File: src/rtl/alu_pkg.sv
// rtl/alu_pkg.sv - shared ALU codes, wide sequencer states and helpers
package alu_pkg;

    localparam int ALU_W  = 16;
    localparam int WIDE_W = 32;

    typedef enum logic [3:0] {
        ALU_ADD   = 4'b0000,
        ALU_SUB   = 4'b0001,
        ALU_OR    = 4'b0010,
        ALU_AND   = 4'b0011,
        ALU_XOR   = 4'b0100,
        ALU_NOR   = 4'b0101,
        ALU_NAND  = 4'b0110,
        ALU_XNOR  = 4'b0111,
        ALU_SHL   = 4'b1000,
        ALU_SHR   = 4'b1001,
        ALU_ROL   = 4'b1010,
        ALU_ROR   = 4'b1011,
        ALU_NOT   = 4'b1100,
        ALU_RSV13 = 4'b1101,
        ALU_RSV14 = 4'b1110,
        ALU_RSV15 = 4'b1111
    } alu_sel_e;

    typedef enum logic [1:0] {
        IDLE = 2'd0,
        LO   = 2'd1,
        HI   = 2'd2,
        RESP = 2'd3
    } wide_state_e;

    // Shifts and rotates would need bits to cross the 16-bit word boundary,
    // which two independent ALU passes cannot provide.
    function automatic logic is_wide_supported(input logic [3:0] op);
        return (op <= 4'h7) || (op == 4'hC);
    endfunction

endpackage

File: src/rtl/alu_wide_seq.sv
// rtl/alu_wide_seq.sv - 32-bit operation sequencer over a 16-bit combinational ALU
//
// Runs each 32-bit op as two ALU passes (low word, then high word) with the
// carry chained through a flop. Ports:
//   clk, rst_n                         clock, async active-low reset
//   req_valid/req_ready/req_op/req_a/req_b/req_c_in   request channel
//   resp_valid/resp_ready/resp_result/resp_carry/resp_zero/resp_err  response
//   alu_enable/alu_sel/alu_a/alu_b/alu_c_in  -> external ALU
//   alu_out/alu_c_out                  <- external ALU
module alu_wide_seq
    import alu_pkg::*;
(
    input  logic              clk,
    input  logic              rst_n,
    input  logic              req_valid,
    output logic              req_ready,
    input  logic [3:0]        req_op,
    input  logic [WIDE_W-1:0] req_a,
    input  logic [WIDE_W-1:0] req_b,
    input  logic              req_c_in,
    output logic              resp_valid,
    input  logic              resp_ready,
    output logic [WIDE_W-1:0] resp_result,
    output logic              resp_carry,
    output logic              resp_zero,
    output logic              resp_err,
    output logic              alu_enable,
    output logic [3:0]        alu_sel,
    output logic [ALU_W-1:0]  alu_a,
    output logic [ALU_W-1:0]  alu_b,
    output logic              alu_c_in,
    input  logic [ALU_W-1:0]  alu_out,
    input  logic              alu_c_out
);

    wide_state_e       state, state_nxt;
    logic [3:0]        op_q;
    logic [WIDE_W-1:0] a_q;
    logic [WIDE_W-1:0] b_q;
    logic              cin_q;
    logic              chain_q;
    logic [WIDE_W-1:0] result_q;
    logic              carry_q;
    logic              err_q;

    logic accept;
    logic op_add;
    logic op_sub;

    assign accept = req_valid && req_ready;
    assign op_add = (op_q == ALU_ADD);
    assign op_sub = (op_q == ALU_SUB);

    always_ff @(posedge clk or negedge rst_n) begin
        if (!rst_n) begin
            state    <= IDLE;
            op_q     <= '0;
            a_q      <= '0;
            b_q      <= '0;
            cin_q    <= 1'b0;
            chain_q  <= 1'b0;
            result_q <= '0;
            carry_q  <= 1'b0;
            err_q    <= 1'b0;
        end else begin
            state <= state_nxt;
            if (accept) begin
                op_q     <= req_op;
                a_q      <= req_a;
                b_q      <= req_b;
                cin_q    <= req_c_in;
                result_q <= '0;
                carry_q  <= 1'b0;
                err_q    <= !is_wide_supported(req_op);
            end
            if (state == LO) begin
                result_q[ALU_W-1:0] <= alu_out;
                chain_q             <= alu_c_out;
            end
            if (state == HI) begin
                result_q[WIDE_W-1:ALU_W] <= alu_out;
                // SUB runs as a + ~b + ~borrow_in, so its carry is an inverted borrow
                carry_q <= op_add ? alu_c_out : (op_sub ? ~alu_c_out : 1'b0);
            end
        end
    end

    always_comb begin
        state_nxt = state;
        case (state)
            IDLE: begin
                if (accept) begin
                    state_nxt = is_wide_supported(req_op) ? LO : RESP;
                end
            end
            LO:   state_nxt = HI;
            HI:   state_nxt = RESP;
            RESP: begin
                if (resp_ready) begin
                    state_nxt = IDLE;
                end
            end
            default: state_nxt = IDLE;
        endcase
    end

    // ALU drive is decoded from state and latched operands only, so the
    // combinational alu_out is valid within the same cycle.
    always_comb begin
        alu_enable = 1'b0;
        alu_sel    = '0;
        alu_a      = '0;
        alu_b      = '0;
        alu_c_in   = 1'b0;
        if (state == LO || state == HI) begin
            alu_enable = 1'b1;
            alu_sel    = (op_add || op_sub) ? ALU_ADD : op_q;
            alu_a      = (state == HI) ? a_q[WIDE_W-1:ALU_W] : a_q[ALU_W-1:0];
            alu_b      = (state == HI) ? b_q[WIDE_W-1:ALU_W] : b_q[ALU_W-1:0];
            if (op_sub) begin
                alu_b = ~alu_b;
            end
            if (state == LO) begin
                alu_c_in = op_add ? cin_q : (op_sub ? ~cin_q : 1'b0);
            end else begin
                alu_c_in = (op_add || op_sub) ? chain_q : 1'b0;
            end
        end
    end

    assign req_ready   = (state == IDLE);
    assign resp_valid  = (state == RESP);
    assign resp_result = result_q;
    assign resp_carry  = carry_q;
    assign resp_err    = err_q;
    // Gated with resp_valid so the cleared result after reset does not read as zero
    assign resp_zero   = resp_valid && (result_q == '0);

endmodule

File: config.mk
export PLATFORM = sky130hd
export DESIGN_NAME = alu_wide_seq
export DESIGN_NICKNAME = d
export VERILOG_FILES = /design/src/rtl/alu_pkg.sv /design/src/rtl/alu_wide_seq.sv
export SDC_FILE = /design/constraint.sdc
export NUM_CORES = 1
export LEC_CHECK = 0
export CAP_MARGIN = 20
export CORE_MARGIN = 1.5
export CORE_UTILIZATION = 42
export DETAILED_ROUTE_END_ITERATION = 10
export GPL_ROUTABILITY_DRIVEN = 0
export PLACE_DENSITY = 0.8
export SLEW_MARGIN = 30
export SYNTH_ARGS = -nofsm -noshare
export SYNTH_HDL_FRONTEND = slang
export SYNTH_SLANG_ARGS = --single-unit
export TNS_END_PERCENT = 5
File: constraint.sdc
create_clock -name clk -period 1.8 [get_ports clk]
set_clock_uncertainty 0.05 [all_clocks]
set_input_delay 0.36 -clock clk [delete_from_list [all_inputs] [get_ports clk]]
set_output_delay 0.36 -clock clk [all_outputs]
set_load 0.01 [all_outputs]
==> flow_summary_export.csv <==
group,metric,value,unit
critical_path,worst_setup_path_start_kind,"register",
timing,setup_tns,-14.07,ns
floorplanning,die_area,12500,sq um
job,max_cap_viol_count,0,
synthesis,synth_edf_count,0,
floorplanning,initial_core_util,43.3,%
detailed_routing,met2WireLength,6420,um
synthesis,ys_top_cells_by_area,"dfrtp_1 (53%), mux2_2 (16%), mux2i_1 (6.8%)",
timing,setup_viol,39,
detailed_routing,vias_per_cell,5.02,
floorplanning,die_height,112,um
synthesis,ys_dominant_reg_cell,"dfrtp_1",
clocking,numClockSinks,106,
layout,areaGrowthSynthToFinish,54.1,%
detailed_routing,wl_met1,5290,um
clocking,cts_tree,"done",
critical_path,worstSetupPathType,"reg2out",
timing,max-slew-margin-rel,61.1,%
detailed_routing,drt-pass1-iter-count,8,
timing,hold_viol,1,
detailed_routing,wire_per_inst,16.3,um
floorplanning,coreArea,11500,sq um
timing,layout_setup_ws,-0.457,ns
critical_path,cp_data_arrival_time,1.85,ns
detailed_routing,top_layer,"met4",
placement,dpl_cell_area,7270,sq um
min_path,hold_class,"in2async",
global_routing,antenna_found_initial,0,
synthesis,async_flop_share,100,%
pwr,p_per_area,1930,nW/um^2
pwr,peakVddDrop,1.13,mV
global_routing,grt_pass1_vias,4234,
synthesis,syn_inst,427,
detailed_routing,routed_wl,12900,um
synthesis,postSynthAreaPerCell,11.7,sq um
timing,rsz0062_at_grt,"yes",
layout,layout-drive-gt1-share,35.8,%
clocking,h-tree-depth,3,
placement,hpwl,9260,um
synthesis,yosysTopAreaCell,"dfrtp_1",
clocking,hold_buffers,0,
pwr,p_total,14.8,mW
clocking,numCtsBuffers,9,
timing,drv_slew,0,
clocking,path_clk_slew,0.07,ns
critical_path,end_kind,"primary output",
clocking,cts-root-buf,"clkbuf_16",
placement,dp_slack,-0.529,ns
synthesis,synth_most_common_cell,"dfrtp_1",
synthesis,synthTopCellsByCount,"dfrtp_1 (106), mux2_2 (70), nand2_1 (67), mux2i_1 (34), o21ai_0 (33)",
placement,io_buffer_count,164,
global_routing,gr-total-overflow,0,
layout,fin_area,7690,sq um
synthesis,ys_seq_elements,106,
detailed_routing,ant_nets,0,
synthesis,synthDistinctLibCells,31,
global_routing,grt_start_max_net_pins,107,
timing,tightestPinTransition,0.583,ns
layout,n_antenna_cell,0,
synthesis,syn_area,4990,sq um
synthesis,synth_top_area_share,53.1,%
status,failed_checks,"DRC, hold timing, setup timing",
synthesis,yosysSeqAreaShare,53.1,%
layout,final_core_util,66.8,%
timing,fmax,0.443,GHz
detailed_routing,dr_total_vias,3978,
floorplanning,pin_count,165,
synthesis,synth_fp_nets,522,
detailed_routing,drt-initial-drc-count,189,
floorplanning,fp.dieW,112,um
status,status,"finished with violations",
clocking,clk-insertion-delay-late,0.34,ns
floorplanning,fp-row-count,39,
detailed_routing,drcViolationCount,12,
timing,fin_hold_ws,-0.00278,ns
detailed_routing,met3WireLength,1030,um
clocking,clk_path_buf_depth,2,
layout,num-nets-final,740,
global_routing,grt_usage,21.1,%
pwr,p_leak,3.41,nW
timing,period_share,125,%
timing,min_period,2.26,ns
global_routing,grt_pass1_wl,20800,um
critical_path,worstPathRequired,1.39,ns
critical_path,crit_fanout,7,
synthesis,synth_warnings,0,
-- area by class of cell --
type | instances | area, sq um
clock buffer | 13 | 260
inverter | 4 | 15.0
sequential | 106 | 2650
timing repair buffer | 236 | 2190
fill | 867 | 3820
multi-input combinational | 288 | 2370
clock inverter | 3 | 22.5
tap | 143 | 179
-- power by group --
part	switching [mW]	total, mW	internal [mW]
logic	3.70	8.67	4.98
registers	0.733	4.29	3.55
clock network	0.865	1.89	1.02
-- flip-flops by register name (all words and copies together), names as in the netlist --
signal,count
resp_err,1
op_q,4
cin_q,1
state,2
resp_carry,1
chain_q,1
a_q,32
resp_result,32
b_q,32
-- per-layer routing --
layer  GRT usage [%]  up-vias
met5               0        -
met4            6.24        0
met3            5.72       13
met2            36.5      138
met1            26.1     1952
li1                -     1875
-- kinds of logic (layout without fill, tap and decap cells) --
logic type | after synthesis | in the layout | share of synthesized area (%)
flops | 106 | 106 | 53.1
fa+ha+maj | 5 | 5 | 1.25
mux | 104 | 104 | 22.6
xor+xnor | 18 | 18 | 3.16
buf+inv | 33 | 256 | 3.61
simple gates | 124 | 124 | 12.4
compound gates | 37 | 37 | 3.86
-- layout by cell type, fill, tap and decap left out, types with 3 or more instances in the layout --
cell / instances
clkdlybuf4s50_1: 115
dfrtp_1: 106
mux2_2: 70
nand2_1: 66
buf_4: 56
buf_2: 36
o21ai_0: 28
mux2i_1: 20
and2_1: 18
xnor2_1: 17
nor2b_2: 10
buf_12: 10
mux2i_2: 9
clkbuf_16: 9
buf_6: 8
nor2b_1: 7
nor4_1: 6
mux2i_4: 5
o21ai_1: 5
nor2_1: 4
ha_4: 4
dlymetal6s2s_1: 4
nand4_1: 3
dlygate4sd2_1: 3
-- final timing paths --
check | startpoint | endpoint | slack [ns] | depth (start not counted)
setup / recovery | state[0] | alu_a[10] | -0.46 | 8
hold / removal | rst_n | resp_result[11] | -0.003 | 2
setup reg to reg | state[1] | b_q[6] | 0.06 | 7
hold reg to reg | a_q[1] | a_q[1] | 0.46 | 1
max in group asynchronous | rst_n | resp_result[30] | 1.23 | 2
min in group clk | a_q[1] | a_q[1] | 0.46 | 1
-- per-stage QoR --
| stage | cells | hold slack (ns) |
|---|---|---|
| 4_1_cts | 792 | 0.0584 |
| 6_report | 793 | -0.00278 |
| 3_5_place_dp | 767 | 0.423 |
| 5_1_grt | 793 | 0.0728 |
| 3_3_place_gp | 767 | 0.423 |
| 2_1_floorplan | 427 | 0.0144 |
-- worst max-delay path, cell delays in order (launching register included) --
cell and delay, ns:
dfrtp_1 0.40, inv_2 0.08, ha_4 0.18, buf_12 0.15, buf_16 0.12, buf_12 0.14
mux2i_4 0.23, nor2b_2 0.06, buf_2 0.13
-- timing repair --
action | in CTS | in global routing
setup buffers | 9 | 1
resized for setup | 193 | 25
pin swaps | 26 | 7
setup endpoints to repair | 131 | 120
cloned | 1 | 0
Note: power is estimated with default switching activity, not from simulation.
